### src/rtl/sc_statemachine_pkg.sv
// Shared state codes and width helper for the Frogger game controller.
// Latency: none (declarations only).
// Backpressure: not applicable.
package sc_statemachine_pkg;

  // 4-bit state codes, also driven on the debug state bus
  localparam logic [3:0] ST_RESET    = 4'd0;
  localparam logic [3:0] ST_START    = 4'd1;
  localparam logic [3:0] ST_LOAD     = 4'd2;
  localparam logic [3:0] ST_PLAY     = 4'd3;
  localparam logic [3:0] ST_DIE      = 4'd4;
  localparam logic [3:0] ST_LEVELUP  = 4'd5;
  localparam logic [3:0] ST_GAMEOVER = 4'd6;
  localparam logic [3:0] ST_WIN      = 4'd7;

  // Bits needed to hold 0..v-1, never less than one bit
  function automatic int width_min1(input int v);
    if (v <= 1) return 1;
    return $clog2(v);
  endfunction

endpackage

### src/rtl/sc_edge_detect_falling.sv
// Falling-edge detector: one-cycle pulse when the input goes 1 -> 0.
// Latency: pulse is combinational in the cycle the low level is first seen.
// Backpressure: none; a held-low input yields exactly one pulse.
module sc_edge_detect_falling (
  input  logic SC_EDGEDETECTFALLING_CLOCK_50,
  input  logic SC_EDGEDETECTFALLING_RESET_InLow,
  input  logic SC_EDGEDETECTFALLING_signal_In,
  output logic SC_EDGEDETECTFALLING_fall_OutHigh
);

  logic prev_q;

  // History register; resets high so a button held through reset is not an edge
  always_ff @(posedge SC_EDGEDETECTFALLING_CLOCK_50 or negedge SC_EDGEDETECTFALLING_RESET_InLow) begin
    if (!SC_EDGEDETECTFALLING_RESET_InLow) prev_q <= 1'b1;
    else                                   prev_q <= SC_EDGEDETECTFALLING_signal_In;
  end

  assign SC_EDGEDETECTFALLING_fall_OutHigh = prev_q & ~SC_EDGEDETECTFALLING_signal_In;

endmodule

### src/rtl/sc_statemachine_levels.sv
// Frogger game controller: start, level load, play, die, level-up, game over, win.
// Latency: Moore outputs; collision/goal to play=0 is one clock.
// Backpressure: none; collision/goal only sampled in PLAY, start only in START/GAMEOVER/WIN.
module sc_statemachine_levels
  import sc_statemachine_pkg::*;
#(
  parameter int NUM_LEVELS   = 4,
  parameter int NUM_LIVES    = 3,
  parameter int PAUSE_CYCLES = 50000000,
  parameter int LEVEL_W      = width_min1(NUM_LEVELS),
  parameter int LIVES_W      = width_min1(NUM_LIVES + 1)
) (
  input  logic               SC_STATEMACHINELEVELS_CLOCK_50,
  input  logic               SC_STATEMACHINELEVELS_RESET_InLow,
  input  logic               SC_STATEMACHINELEVELS_startButton_InLow,
  input  logic               SC_STATEMACHINELEVELS_collision_InHigh,
  input  logic               SC_STATEMACHINELEVELS_goal_InHigh,
  output logic               SC_STATEMACHINELEVELS_clear_OutLow,
  output logic               SC_STATEMACHINELEVELS_load_OutHigh,
  output logic               SC_STATEMACHINELEVELS_play_OutHigh,
  output logic [LEVEL_W-1:0] SC_STATEMACHINELEVELS_level_Out,
  output logic [LIVES_W-1:0] SC_STATEMACHINELEVELS_lives_Out,
  output logic               SC_STATEMACHINELEVELS_gameOver_OutHigh,
  output logic               SC_STATEMACHINELEVELS_win_OutHigh,
  output logic [3:0]         SC_STATEMACHINELEVELS_state_Out
);

  localparam int PAUSE_W = width_min1(PAUSE_CYCLES + 1);
  localparam logic [LEVEL_W-1:0] LAST_LEVEL = LEVEL_W'(NUM_LEVELS - 1);

  typedef enum logic [3:0] {
    S_RESET    = ST_RESET,
    S_START    = ST_START,
    S_LOAD     = ST_LOAD,
    S_PLAY     = ST_PLAY,
    S_DIE      = ST_DIE,
    S_LEVELUP  = ST_LEVELUP,
    S_GAMEOVER = ST_GAMEOVER,
    S_WIN      = ST_WIN
  } state_t;

  state_t               state_q, state_d;
  logic [LEVEL_W-1:0]   level_q;
  logic [LIVES_W-1:0]   lives_q;
  logic [PAUSE_W-1:0]   pause_q;
  logic                 start_evt;
  logic                 pause_done;
  logic                 in_pause;
  logic                 to_pause;

  sc_edge_detect_falling u_start_edge (
    .SC_EDGEDETECTFALLING_CLOCK_50    (SC_STATEMACHINELEVELS_CLOCK_50),
    .SC_EDGEDETECTFALLING_RESET_InLow (SC_STATEMACHINELEVELS_RESET_InLow),
    .SC_EDGEDETECTFALLING_signal_In   (SC_STATEMACHINELEVELS_startButton_InLow),
    .SC_EDGEDETECTFALLING_fall_OutHigh(start_evt)
  );

  assign in_pause   = (state_q == S_DIE) || (state_q == S_LEVELUP);
  assign to_pause   = (state_d == S_DIE) || (state_d == S_LEVELUP);
  assign pause_done = (pause_q == PAUSE_W'(PAUSE_CYCLES));

  // Next-state decode; collision has priority over goal in PLAY
  always_comb begin
    state_d = state_q;
    case (state_q)
      S_RESET:    state_d = S_START;
      S_START:    if (start_evt) state_d = S_LOAD;
      S_LOAD:     state_d = S_PLAY;
      S_PLAY: begin
        if (SC_STATEMACHINELEVELS_collision_InHigh)                          state_d = S_DIE;
        else if (SC_STATEMACHINELEVELS_goal_InHigh && level_q == LAST_LEVEL) state_d = S_WIN;
        else if (SC_STATEMACHINELEVELS_goal_InHigh)                          state_d = S_LEVELUP;
      end
      S_DIE:      if (pause_done) state_d = (lives_q == '0) ? S_GAMEOVER : S_LOAD;
      S_LEVELUP:  if (pause_done) state_d = S_LOAD;
      S_GAMEOVER: if (start_evt) state_d = S_RESET;
      S_WIN:      if (start_evt) state_d = S_RESET;
      default:    state_d = S_RESET;
    endcase
  end

  // State register
  always_ff @(posedge SC_STATEMACHINELEVELS_CLOCK_50 or negedge SC_STATEMACHINELEVELS_RESET_InLow) begin
    if (!SC_STATEMACHINELEVELS_RESET_InLow) state_q <= S_RESET;
    else                                    state_q <= state_d;
  end

  // Level/lives counters and the pause timer (1..PAUSE_CYCLES while paused)
  always_ff @(posedge SC_STATEMACHINELEVELS_CLOCK_50 or negedge SC_STATEMACHINELEVELS_RESET_InLow) begin
    if (!SC_STATEMACHINELEVELS_RESET_InLow) begin
      level_q <= '0;
      lives_q <= LIVES_W'(NUM_LIVES);
      pause_q <= '0;
    end else begin
      // Reinitialise on entry to RESET as well, so a restart shows fresh counters at once
      if (state_q == S_RESET || state_d == S_RESET) begin
        level_q <= '0;
        lives_q <= LIVES_W'(NUM_LIVES);
      end else if (state_q == S_PLAY) begin
        if (SC_STATEMACHINELEVELS_collision_InHigh) begin
          if (lives_q != '0) lives_q <= lives_q - LIVES_W'(1);
        end else if (SC_STATEMACHINELEVELS_goal_InHigh && level_q != LAST_LEVEL) begin
          level_q <= level_q + LEVEL_W'(1);
        end
      end
      if (to_pause) pause_q <= in_pause ? pause_q + PAUSE_W'(1) : PAUSE_W'(1);
      else          pause_q <= '0;
    end
  end

  // Moore outputs decoded from the current state
  always_comb begin
    SC_STATEMACHINELEVELS_clear_OutLow     = 1'b1;
    SC_STATEMACHINELEVELS_load_OutHigh     = 1'b0;
    SC_STATEMACHINELEVELS_play_OutHigh     = 1'b0;
    SC_STATEMACHINELEVELS_gameOver_OutHigh = 1'b0;
    SC_STATEMACHINELEVELS_win_OutHigh      = 1'b0;
    case (state_q)
      S_RESET:    SC_STATEMACHINELEVELS_clear_OutLow = 1'b0;
      S_LOAD: begin
        SC_STATEMACHINELEVELS_clear_OutLow = 1'b0;
        SC_STATEMACHINELEVELS_load_OutHigh = 1'b1;
      end
      S_PLAY:     SC_STATEMACHINELEVELS_play_OutHigh     = 1'b1;
      S_GAMEOVER: SC_STATEMACHINELEVELS_gameOver_OutHigh = 1'b1;
      S_WIN:      SC_STATEMACHINELEVELS_win_OutHigh      = 1'b1;
      default:    ;
    endcase
  end

  assign SC_STATEMACHINELEVELS_level_Out = level_q;
  assign SC_STATEMACHINELEVELS_lives_Out = lives_q;
  assign SC_STATEMACHINELEVELS_state_Out = state_q;

endmodule

### config.mk
export PLATFORM = sky130hd
export DESIGN_NAME = sc_statemachine_levels
export DESIGN_NICKNAME = d
export VERILOG_FILES = /design/src/rtl/sc_statemachine_pkg.sv /design/src/rtl/sc_edge_detect_falling.sv /design/src/rtl/sc_statemachine_levels.sv
export SDC_FILE = /design/constraint.sdc
export NUM_CORES = 1
export LEC_CHECK = 0
export CAP_MARGIN = 20
export CORE_ASPECT_RATIO = 1.25
export CORE_MARGIN = 3
export CORE_UTILIZATION = 35
export DETAILED_ROUTE_END_ITERATION = 8
export SKIP_LAST_GASP = 1
export SLEW_MARGIN = 40
export SYNTH_ARGS = -nofsm -noshare
export SYNTH_HDL_FRONTEND = slang
export SYNTH_HIERARCHICAL = 1
export SYNTH_SLANG_ARGS = --single-unit
### constraint.sdc
create_clock -name SC_STATEMACHINELEVELS_CLOCK_50 -period 2.3 [get_ports SC_STATEMACHINELEVELS_CLOCK_50]
set_clock_uncertainty 0.15 [all_clocks]
set_input_delay 0.345 -clock SC_STATEMACHINELEVELS_CLOCK_50 [delete_from_list [all_inputs] [get_ports SC_STATEMACHINELEVELS_CLOCK_50]]
set_output_delay 0.345 -clock SC_STATEMACHINELEVELS_CLOCK_50 [all_outputs]
set_load 0.05 [all_outputs]
Word-level counts from Yosys, hierarchy flattened:

Index checks and enable logic that the tools add are counted.

* latch bits: 0
* ROM bits: 0
* flip-flop bits (word level): 35
* memories kept: 0
* RAM bits: 0
* output and inout port bits: 13
* word-level logic and storage cells: 64
* input port bits: 5

* bitwise logic cells: 2
* muxes and demuxes: 24
* shift-type cells: 0
* magnitude comparators: 0
* add/subtract/negate cells: 3
* reductions and logical operators: 17
* divide/modulo/power cells: 0
* eq/ne operators: 13
* $mul: 0

Operators with widths (number)
* two-way mux 26 bit: 2
* two-way mux 4 bit: 7
* case mux 4 bit (7 select lines): 1
* adder 26 x 1 -> 26 bit, second input constant: 1
* == test 26 bit, second input constant: 1
* == test 4 x 3 -> 1 bit, second input constant: 6
* two-way mux 2 bit: 8
* nonzero test 2 bit: 5
* == test 4 x 2 -> 1 bit, second input constant: 2
* logical NOT 4 bit: 2
* AND reduction 3 bit: 2
* two-way mux 1 bit: 5
* == test 4 x 1 -> 1 bit, second input constant: 1
* OR reduction 2 bit: 2
* logical OR 1 bit: 3
* two-way mux 3 bit: 1
* adder 2 x 1 -> 2 bit, second input constant: 1
* == test 2 bit, second input constant: 1
* logical AND 1 bit: 2
* logical NOT 2 bit: 1
* != test 2 x 1 -> 1 bit, second input constant: 1
* != test 2 bit, second input constant: 1
* subtractor 2 x 1 -> 2 bit, second input constant: 1
* AND 1 bit: 1
* inverter 1 bit: 1

Longest topological paths before layout:

Gate-level depths: netlist of run 1.

* word-level depth: 9
* depth in mapped cells: 8

By module:

The synthesis of run 1 kept the hierarchy.

By module, submodules not included
* sc_statemachine_levels: cells an instance 197, area an instance 1898.1 um^2, instances 1
* sc_edge_detect_falling: cells an instance 2, area an instance 40.0 um^2, instances 1

Worst setup path after synthesis of run 1:

OpenSTA, ideal clock, no wires.

* kind: register to output
* from: reg state_q[0], in the netlist SC_STATEMACHINELEVELS_state_Out[0]
* to: out SC_STATEMACHINELEVELS_load_OutHigh
* cell stages (with the launch flop): 4
* path buffers: 1
* setup slack: -0.270 ns
* arrival time: 2.075 ns
* data required time: 1.805 ns
* path through: dfrtp_1 > clkbuf_2 > or3_1 > nor2_1

* longest elaborated chain between the ends: 2

RTL lines
* from (decl): line sc_statemachine_levels.sv:42 `state_t state_q, state_d;`
* from (signal assigned): line sc_statemachine_levels.sv:85 `else state_q <= state_d;`
* == test 4 x 2 -> 1 bit: line sc_statemachine_levels.sv:118 `case (state_q)`
* two-way mux 1 bit: line sc_statemachine_levels.sv:118
* to (decl): line sc_statemachine_levels.sv:19 `output logic SC_STATEMACHINELEVELS_load_OutHigh,`

No other way between the ends.

Worst setup path after layout of run 1:

* from: reg state_q[1], in the netlist SC_STATEMACHINELEVELS_state_Out[1]
* to: out SC_STATEMACHINELEVELS_state_Out[1]

RTL lines
* to (decl): line sc_statemachine_levels.sv:25 `output logic [3:0] SC_STATEMACHINELEVELS_state_Out`

No word-level cell between the ends.

==> results of run 1 <==
==> stage by stage <==
stage	hold WS [ns]	total power, µW	setup slack [ns]
floorplan	-0.101	698	0.0884
detailed placement	0.331	739	0.264
CTS	0.0211	1320	0.103
finish	0.378	1300	0.103
global placement	0.328	738	0.295
global route	0.386	1360	0.0372
==> power breakdown <==
part | switching, µW | internal, µW | leakage, µW | total, µW
clock network | 226 | 351 | 0.0000612 | 577
logic | 60.3 | 34.9 | 0.000417 | 95.2
registers | 10.8 | 622 | 0.000474 | 633
total | 297 | 1010 | 0.000952 | 1300
==> how the worst max path moves through the flow <==
stage	from	endpoint	slack [ns]	depth (start not counted)
after CTS	SC_STATEMACHINELEVELS_state_Out[1]$_DFF_PN0_	SC_STATEMACHINELEVELS_state_Out[1]	0.10	1
after floorplan	SC_STATEMACHINELEVELS_state_Out[0]$_DFF_PN0_	SC_STATEMACHINELEVELS_load_OutHigh	0.09	3
final	SC_STATEMACHINELEVELS_state_Out[1]$_DFF_PN0_	SC_STATEMACHINELEVELS_state_Out[1]	0.10	1
after global placement	SC_STATEMACHINELEVELS_startButton_InLow	SC_STATEMACHINELEVELS_level_Out[0]$_DFFE_PN0P_	0.29	7
after global routing	SC_STATEMACHINELEVELS_state_Out[1]$_DFF_PN0_	SC_STATEMACHINELEVELS_state_Out[1]	0.04	1
after detailed placement	SC_STATEMACHINELEVELS_startButton_InLow	SC_STATEMACHINELEVELS_level_Out[0]$_DFFE_PN0P_	0.26	7
==> layout make-up <==
type / instances / share of cell area [%]
Clock buffer: 6 / 3.57
Tap cell: 62 / 3.35
Sequential cell: 35 / 38.0
Clock inverter: 2 / 1.51
Timing Repair Buffer: 23 / 9.30
Multi-Input combinational cell: 150 / 42.9
Inverter: 8 / 1.30
==> state kept, by name, summed over array words and instances (netlist names) <==
signal	flops
u_start_edge/prev_q	1
SC_STATEMACHINELEVELS_state_Out	4
pause_q	26
SC_STATEMACHINELEVELS_level_Out	2
SC_STATEMACHINELEVELS_lives_Out	2
==> what timing repair did <==
action,CTS,global route
hold endpoints to repair,0,32
hold buffers,0,1
gates resized for setup,0,0
==> cell usage in the layout (no fill, tap or decap), types with 2 or more instances in the layout <==
cell type / n
sky130_fd_sc_hd__nand3_1: 10
sky130_fd_sc_hd__and3_1: 3
sky130_fd_sc_hd__or3_1: 2
sky130_fd_sc_hd__and4_1: 3
sky130_fd_sc_hd__a21oi_1: 2
sky130_fd_sc_hd__dfrtp_1: 32
sky130_fd_sc_hd__xnor2_1: 6
sky130_fd_sc_hd__clkbuf_8: 6
sky130_fd_sc_hd__nand4_1: 6
sky130_fd_sc_hd__clkdlybuf4s50_1: 11
sky130_fd_sc_hd__nand2_1: 15
sky130_fd_sc_hd__nor3_1: 4
sky130_fd_sc_hd__xor2_1: 20
sky130_fd_sc_hd__nand3b_1: 4
sky130_fd_sc_hd__or2_2: 2
sky130_fd_sc_hd__ha_1: 4
sky130_fd_sc_hd__dfstp_2: 3
sky130_fd_sc_hd__nor4_2: 3
sky130_fd_sc_hd__nand2b_1: 6
sky130_fd_sc_hd__nor2_1: 32
sky130_fd_sc_hd__o21ai_0: 4
sky130_fd_sc_hd__inv_1: 8
sky130_fd_sc_hd__buf_4: 10
==> per-layer routing <==
layer	GRT usage (%)	part of all wire, %
met5	0	0
met4	4.53	1.6
met3	3.49	4.0
met2	21.2	46
met1	16.5	48
==> cells by family (layout without fill, tap and decap cells) <==
group,Yosys count,count (layout),share of synthesized area [%]
AOI/OAI and AO/OA,13,13,4.26
xor gates and xnor gates,26,26,11.7
adders and majority gates,4,4,2.58
buffers and inverters,14,39,3.74
DFF,35,35,45.4
muxes,1,1,0.516
other,1,1,0.193
and+or+nand+nor,105,105,31.6
==> flow_summary.ini, run 1 <==
[hold_path]
hp-class = flip-flop to flip-flop
timing.hold.worst.start = SC_STATEMACHINELEVELS_lives_Out[1]$_DFFE_PN1P_
whs_endpoint = SC_STATEMACHINELEVELS_lives_Out[1]$_DFFE_PN1P_
hold_depth = 2

[timing]
grt_setup_unrepaired = no
hold_viol_final = 0
period_minus_slack_ns = 2.20
setup-violations-final = 0
max_freq_mhz = 455
setup_total_negative_slack_ns = 0
fin_crit_sh_pct = 95.5
final-max-slew-violation-count = 0

[drt]
route.detailed.wl_per_inst_um = 12.7
drt_drc_violations_left = 0
drt_wl_total_mm = 3.62
postRouteAntennaNets = 0
firstDrtPassIters = 4
drt_iter0_drc = 52
routed_vias = 1407
detail_route.vias_per_cell = 4.92

[die]
dieArea_mm2 = 0.00647
floorplan.io_pins = 18
total_number_of_placement_rows = 29
chipHeight_um = 89.2
floorplan.core_area_mm2 = 0.00523
dieWidth_um = 72.6
effective_utilization_at_floorplan_pct = 37.1

[final_layout]
nNetsFinal = 232
fill_cells = 536
insertedDiodeCount = 0
multi_input_area_um2 = 993
finish.cell_count_without_fillers = 286
post_route_cells_drive_above_1_share_pct = 14.7
finalInstanceArea_mm2 = 0.00231
sequential_cell_area_um2 = 880
synthToLayoutAreaGrowth_pct = 19.4
utilization_pct = 44.3

[clock_network]
cts.clk_slew.worst_paths_ns = 0.07
h_tree_depth = 2
postCtsSetupBuffers = 0
tritoncts_clock_tree = done
numCtsBuffers = 5
clock_insertion_delay_worst_skew_ns = 0.29
cts_num_sinks = 35
clockBufferDepth = 2
root_buffer = sky130_fd_sc_hd__clkbuf_8

[logic_synthesis]
synth.yosys.seq_area_share_pct = 45.4
synth_top_area_share_pct = 41.3
postSynthNetCount = 208
number_of_enable_flip_flop_cells_after_synthesis = 0
synth.cell_area_mm2 = 0.00194
yosys_register_bits = 35
netlist-cell-type-count = 47
yosysMostFrequentCell = sky130_fd_sc_hd__nor2_1
yosys.area.top_type = sky130_fd_sc_hd__dfrtp_1
syn_avg_cell_area_um2 = 9.74
synth-warning-count = 6
post_synth_inst_count = 199
synth.top_cells.by_count = sky130_fd_sc_hd__nor2_1 (33), sky130_fd_sc_hd__dfrtp_1 (32), sky130_fd_sc_hd__xor2_1 (20)
post_synth_main_area_contributors = sky130_fd_sc_hd__dfrtp_1 (41%), sky130_fd_sc_hd__xor2_1 (9.0%), sky130_fd_sc_hd__nor2_1 (6.4%)
ys_async_sr_fraction_pct = 100
dominantRegCellSynth = sky130_fd_sc_hd__dfrtp_1

[setup_path]
end_kind = output port
worstRegToRegCells = 6
cp.required_ns = 1.80
crit_slowest_cell = sky130_fd_sc_hd__clkdlybuf4s50_1
critical_path.top_delay_family = buffers and inverters
critical_path.max_fanout = 13
worstReg2RegEnd = SC_STATEMACHINELEVELS_state_Out[0]$_DFF_PN0_
critical_path.max_stage_delay_ns = 0.87
regToRegStartpoint = pause_q[11]$_DFF_PN0_
setup.worst_path.class = flip-flop to output port
worstPathBufferInverterCount = 1
worst-endpoint-arrival_ns = 1.70
crit_path_start_kind = flip-flop
cp_cell_sequence = clkdlybuf4s50_1
reg2reg_setup_slack_ns = 0.34

[run_status]
outcome = finished clean

[place]
placedCellCount = 277
place.detailed.hpwl_mm = 2.59
dpl_cell_area_mm2 = 0.00218
globalplace.congestion = 0.810
port-buffer-count = 17

[power]
vdd_drop_max_v = 0.000354
power_density_mw_per_mm2 = 564
leakage_uw = 0.000952

[global_routing]
number_of_antenna_violations_at_the_first_check_in_global_routing = 0
overflow = 0
grt_start_max_net_pins = 36
first_global_vias = 1417
gr-usage-all-layers_pct = 13.0
grt_first_pass_wirelength_mm = 6.59

[flow_run]
cap_violations = 0
Power figures use the tool's default switching activity.
==> run 2: changes to the inputs <==
--- a/config.mk
+++ b/config.mk
@@ -8,8 +8,10 @@
 export CAP_MARGIN = 20
 export CORE_ASPECT_RATIO = 1.25
 export CORE_MARGIN = 3
-export CORE_UTILIZATION = 35
+export CORE_UTILIZATION = 57
 export DETAILED_ROUTE_END_ITERATION = 8
+export PLACE_DENSITY = 0.79
+export REMOVE_ABC_BUFFERS = 1
 export SKIP_LAST_GASP = 1
 export SLEW_MARGIN = 40
 export SYNTH_ARGS = -nofsm -noshare
==> run 2 against run 1 <==
Compared with the run above: first-iteration DRC count up 60%; wire length up 5.7%; worst hold slack worse by 0.063 ns; design area down 3.7%; die area down 36%; critical path type unchanged.
==> flow_summary.ini, run 2 (same netlist as run 1, synthesis figures left out) <==
[clock_network]
cts_num_sinks = 35
cts.hold.buffers_added = 0
cts.clk_slew.worst_paths_ns = 0.07
h_tree_depth = 2
tritoncts_clock_tree = done
postCtsResizedCells = 1
clock_insertion_delay_worst_skew_ns = 0.29
numCtsBuffers = 5
clockBufferDepth = 2
root_buffer = sky130_fd_sc_hd__clkbuf_8
postCtsSetupBuffers = 0

[timing]
fin_crit_sh_pct = 96.3
final-max-slew-violation-count = 0
max_freq_mhz = 451
measured_slew_at_the_worst_slew_check_pin_ns = 0.506
post-route-worst-setup-slack_ns = 0.0845
setup-violations-final = 0
hold_viol_final = 0
hold-worst-slack_ns = 0.315
slew-limit-headroom_pct = 66.2
grt_setup_unrepaired = no
period_minus_slack_ns = 2.22

[setup_path]
critical_path.top_delay_family = buffers and inverters
critical_path.max_stage_delay_ns = 0.87
end_kind = output port
cp_cell_sequence = clkdlybuf4s50_1
crit_slowest_cell = sky130_fd_sc_hd__clkdlybuf4s50_1
worst-endpoint-arrival_ns = 1.72
crit_path_start_kind = flip-flop
critical_path.max_fanout = 13
reg2reg_setup_slack_ns = 0.28
setup.worst_path.class = flip-flop to output port
cp.required_ns = 1.80
worstPathBufferInverterCount = 1

[run_status]
outcome = finished clean

[final_layout]
mostFrequentLayoutCells = sky130_fd_sc_hd__nor2_1 (33), sky130_fd_sc_hd__dfrtp_1 (32), sky130_fd_sc_hd__xor2_1 (20)
fill_cells = 264
insertedDiodeCount = 0
finish.cell_count_without_fillers = 258
nNetsFinal = 229
layout_commonest_cell = sky130_fd_sc_hd__nor2_1
flip_flop_count_of_the_largest_register_after_layout = 26
top_register = pause_q
synthToLayoutAreaGrowth_pct = 15.0
post_route_cells_drive_above_1_share_pct = 11.3

[die]
total_number_of_placement_rows = 23
dieArea_mm2 = 0.00414
effective_utilization_at_floorplan_pct = 60.1
floorplan.io_pins = 18
dieWidth_um = 58.2
chipHeight_um = 71.2
floorplan.core_area_mm2 = 0.00322

[global_routing]
grt_start_max_net_pins = 36
overflow = 0
grt_first_pass_wirelength_mm = 6.57
first_global_vias = 1452
gr-usage-all-layers_pct = 20.8
number_of_antenna_violations_at_the_first_check_in_global_routing = 0

[drt]
firstDrtPassIters = 4
drt_iter0_drc = 83
drt_drc_violations_left = 0
drt_wl_total_mm = 3.83
detail_route.vias_per_cell = 5.77
postRouteAntennaNets = 0
routed_vias = 1488
route.detailed.wl_per_inst_um = 14.8

[place]
globalplace.congestion = 0.904
place_ws_ns = 0.244
placedCellCount = 250
port-buffer-count = 17
place.detailed.hpwl_mm = 2.82

[power]
power_uw = 1150
leakage_uw = 0.000922
power_density_mw_per_mm2 = 517
vdd_drop_max_v = 0.000413

[flow_run]
cap_violations = 0

[hold_path]
hp-class = input port to asynchronous set/reset pin
run 2: cell types whose count changed in the layout (fill, tap and decap cells not counted):
| cell | previous run | this run |
|---|---|---|
| sky130_fd_sc_hd__buf_12 | 1 | 2 |
| sky130_fd_sc_hd__buf_4 | 10 | 5 |
| sky130_fd_sc_hd__bufinv_16 | 1 | 0 |
| sky130_fd_sc_hd__clkbuf_1 | 0 | 3 |
| sky130_fd_sc_hd__clkbuf_8 | 6 | 5 |
| sky130_fd_sc_hd__clkdlybuf4s50_1 | 11 | 12 |
| sky130_fd_sc_hd__clkinv_2 | 1 | 0 |
| sky130_fd_sc_hd__dlygate4sd2_1 | 0 | 1 |
| sky130_fd_sc_hd__dlygate4sd3_1 | 1 | 0 |
| sky130_fd_sc_hd__nor2_1 | 32 | 33 |
| sky130_fd_sc_hd__nor2_4 | 1 | 0 |
run 2: path summary, 6_finish.rpt:
path / startpoint / to / cells after the start
max: SC_STATEMACHINELEVELS_state_Out[1]$_DFF_PN0_ / SC_STATEMACHINELEVELS_state_Out[1] / 1
min: SC_STATEMACHINELEVELS_RESET_InLow / pause_q[3]$_DFF_PN0_ / 2
max reg2reg: pause_q[2]$_DFF_PN0_ / pause_q[6]$_DFF_PN0_ / 6
min reg2reg: SC_STATEMACHINELEVELS_lives_Out[1]$_DFFE_PN1P_ / SC_STATEMACHINELEVELS_lives_Out[1]$_DFFE_PN1P_ / 2
max in group asynchronous: SC_STATEMACHINELEVELS_RESET_InLow / SC_STATEMACHINELEVELS_lives_Out[0]$_DFFE_PN1P_ / 2
min in group SC_STATEMACHINELEVELS_CLOCK_50: SC_STATEMACHINELEVELS_lives_Out[1]$_DFFE_PN1P_ / SC_STATEMACHINELEVELS_lives_Out[1]$_DFFE_PN1P_ / 2
run 2: per-layer routing:
layer / wire, µm / track usage (%) / vias up
li1: - / - / 714
met1: 1530 / 23.6 / 729
met2: 2050 / 36.4 / 36
met3: 182 / 6.20 / 9
met4: 67 / 7.73 / 0
met5: 0 / 0 / -
run 2: layout make-up:
class / count / area (µm²) / share of cell area (%)
Timing Repair Buffer: 20 / 206 / 9.26
Multi-Input combinational cell: 150 / 986 / 44.2
Sequential cell: 35 / 880 / 39.5
Tap cell: 37 / 46.3 / 2.08
Inverter: 8 / 30.0 / 1.35
Clock buffer: 8 / 80.1 / 3.59
run 2: where the power goes:
part | total, µW | switching, µW | internal [µW]
logic | 99.1 | 63.1 | 35.9
clock network | 423 | 208 | 215
registers | 630 | 7.79 | 622
total | 1150 | 279 | 873
run 2: through the flow:
| step | cell area [µm²] | util [%] | TNS (ns) |
|---|---|---|---|
| 5_1_grt | 2230 | 69.1 | 0 |
| 4_1_cts | 2230 | 69.1 | 0 |
| 3_3_place_gp | 2150 | 66.7 | 0 |
| 2_1_floorplan | 1900 | - | -0.211 |
| 6_report | 2230 | 69.1 | 0 |
| 3_5_place_dp | 2150 | 66.7 | 0 |
==> run 3: changes to the inputs <==
--- a/config.mk
+++ b/config.mk
@@ -8,9 +8,10 @@
 export CAP_MARGIN = 20
 export CORE_ASPECT_RATIO = 1.25
 export CORE_MARGIN = 3
-export CORE_UTILIZATION = 57
+export CORE_UTILIZATION = 61
 export DETAILED_ROUTE_END_ITERATION = 8
-export PLACE_DENSITY = 0.79
+export GPL_ROUTABILITY_DRIVEN = 0
+export PLACE_DENSITY = 0.84
 export REMOVE_ABC_BUFFERS = 1
 export SKIP_LAST_GASP = 1
 export SLEW_MARGIN = 40
==> constraint.sdc (replaced) <==
create_clock -name SC_STATEMACHINELEVELS_CLOCK_50 -period 2.7 [get_ports SC_STATEMACHINELEVELS_CLOCK_50]
set_clock_uncertainty 0.15 [all_clocks]
set_input_delay 0.405 -clock SC_STATEMACHINELEVELS_CLOCK_50 [delete_from_list [all_inputs] [get_ports SC_STATEMACHINELEVELS_CLOCK_50]]
set_output_delay 0.405 -clock SC_STATEMACHINELEVELS_CLOCK_50 [all_outputs]
set_load 0.05 [all_outputs]
==> run 3 against run 2 <==
Compared with the run above: power shrank 21%; wire length is essentially flat; core utilization grew 4.0 points; via count grew 0.34%; final cell count shrank 0.39%; setup slack gained 0.046 ns; critical path depth grew 2; flip-flop and latch count is the same; design area shrank 1.5%; sequential power shrank 14%; register-to-register slack gained 0.23 ns.
==> flow_summary.ini, run 3 (same netlist as run 1, synthesis figures left out) <==
[final_layout]
utilization_pct = 73.1
layout_commonest_cell = sky130_fd_sc_hd__nor2_1
mostFrequentLayoutCells = sky130_fd_sc_hd__nor2_1 (33), sky130_fd_sc_hd__dfrtp_1 (32), sky130_fd_sc_hd__xor2_1 (20)
flip_flop_count_of_the_largest_register_after_layout = 26
post_route_cells_drive_above_1_share_pct = 10.4
insertedDiodeCount = 0
nNetsFinal = 229
synthToLayoutAreaGrowth_pct = 13.2
top_register = pause_q

[hold_path]
hp-class = input port to asynchronous set/reset pin

[drt]
drt_iter0_drc = 59
drt_drc_violations_left = 0
drt_wl_total_mm = 3.83
postRouteAntennaNets = 0
firstDrtPassIters = 4
route.detailed.wl_per_inst_um = 14.9
detail_route.vias_per_cell = 5.81
routed_vias = 1493

[setup_path]
worst-endpoint-arrival_ns = 2.01
setup.worst_path.class = flip-flop to output port
crit_path_start_kind = flip-flop
critical_path.max_fanout = 13
end_kind = output port
cp.required_ns = 2.14

[global_routing]
grt_first_pass_wirelength_mm = 6.60
first_global_vias = 1436
grt_start_max_net_pins = 36
gr-usage-all-layers_pct = 21.4
overflow = 0
number_of_antenna_violations_at_the_first_check_in_global_routing = 0

[die]
chipHeight_um = 69.0
effective_utilization_at_floorplan_pct = 64.6
floorplan.core_area_mm2 = 0.00300
dieWidth_um = 56.4
total_number_of_placement_rows = 22
floorplan.io_pins = 18
dieArea_mm2 = 0.00389

[power]
power_density_mw_per_mm2 = 415
leakage_uw = 0.000923
vdd_drop_max_v = 0.000421

[clock_network]
root_buffer = sky130_fd_sc_hd__clkbuf_4
numCtsBuffers = 5
cts_num_sinks = 35
tritoncts_clock_tree = done
cts.clk_slew.worst_paths_ns = 0.11
cts.hold.buffers_added = 0
h_tree_depth = 2
clockBufferDepth = 2
clock_insertion_delay_worst_skew_ns = 0.34

[flow_run]
cap_violations = 0

[timing]
grt_setup_unrepaired = no
fin_crit_sh_pct = 95.2
setup_total_negative_slack_ns = 0
slew-limit-headroom_pct = 66.2
period_minus_slack_ns = 2.57
setup-violations-final = 0
hold_viol_final = 0
measured_slew_at_the_worst_slew_check_pin_ns = 0.505
final-max-slew-violation-count = 0
max_freq_mhz = 389

[place]
port-buffer-count = 17
place.detailed.hpwl_mm = 2.83

[run_status]
outcome = finished clean
==> run 3: worst paths after layout <==
check,from,to,slack (ns),depth (start not counted)
setup reg to reg,pause_q[2]$_DFF_PN0_,pause_q[17]$_DFF_PN0_,0.51,6
setup / recovery,SC_STATEMACHINELEVELS_state_Out[1]$_DFF_PN0_,SC_STATEMACHINELEVELS_gameOver_OutHigh,0.13,3
max in group asynchronous,SC_STATEMACHINELEVELS_RESET_InLow,SC_STATEMACHINELEVELS_lives_Out[0]$_DFFE_PN1P_,1.74,2
hold reg to reg,SC_STATEMACHINELEVELS_lives_Out[1]$_DFFE_PN1P_,SC_STATEMACHINELEVELS_lives_Out[1]$_DFFE_PN1P_,0.38,2
hold / removal,SC_STATEMACHINELEVELS_RESET_InLow,pause_q[4]$_DFF_PN0_,0.31,2
min in group SC_STATEMACHINELEVELS_CLOCK_50,SC_STATEMACHINELEVELS_lives_Out[1]$_DFFE_PN1P_,SC_STATEMACHINELEVELS_lives_Out[1]$_DFFE_PN1P_,0.38,2
==> run 3: layout make-up <==
| cell class | instances | area (µm²) |
|---|---|---|
| Tap cell | 36 | 45.0 |
| Inverter | 8 | 30.0 |
| Clock buffer | 7 | 55.1 |
| Multi-Input combinational cell | 150 | 986 |
| Clock inverter | 1 | 5.00 |
| Timing Repair Buffer | 20 | 194 |
| Fill cell | 210 | 806 |
| Sequential cell | 35 | 880 |
==> run 3: power breakdown <==
group	internal, µW	switching [µW]	total [µW]
Sequential	529	9.49	539
Combinational	28.6	50.9	79.5
Clock	126	167	293
Total	684	227	911
==> run 3: what timing repair did <==
item                       CTS  global route
gates resized for setup      1             1
setup buffers                0             0
setup endpoints to repair    1             1
==> run 3: worst max-delay path, cell delays in order (launching register included) <==
cell	delay (ns)
sky130_fd_sc_hd__dfrtp_1	0.58
sky130_fd_sc_hd__nand2b_1	0.15
sky130_fd_sc_hd__nor2_1	0.12
sky130_fd_sc_hd__clkdlybuf4s50_1	0.82
==> run 3: routing by layer <==
layer	part of all wire, %	vias to the layer above	global-route usage [%]
met4	1.4	0	6.33
met3	4.9	5	5.99
met2	52	50	37.6
met5	0	-	0
li1	-	712	-
met1	41	726	25.2
==> run 3: through the flow <==
| step | instances | total power (µW) | setup slack, ns | cell area (µm²) | hold WS [ns] |
|---|---|---|---|---|---|
| floorplan | 193 | 591 | 0.129 | 1900 | -0.0406 |
| global placement | 249 | 624 | 0.429 | 2130 | 0.348 |
| detailed placement | 249 | 628 | 0.388 | 2130 | 0.370 |
| CTS | 257 | 926 | 0.0509 | 2190 | 0.302 |
| global route | 257 | 951 | 0.0163 | 2190 | 0.323 |
| finish | 257 | 911 | 0.130 | 2190 | 0.307 |
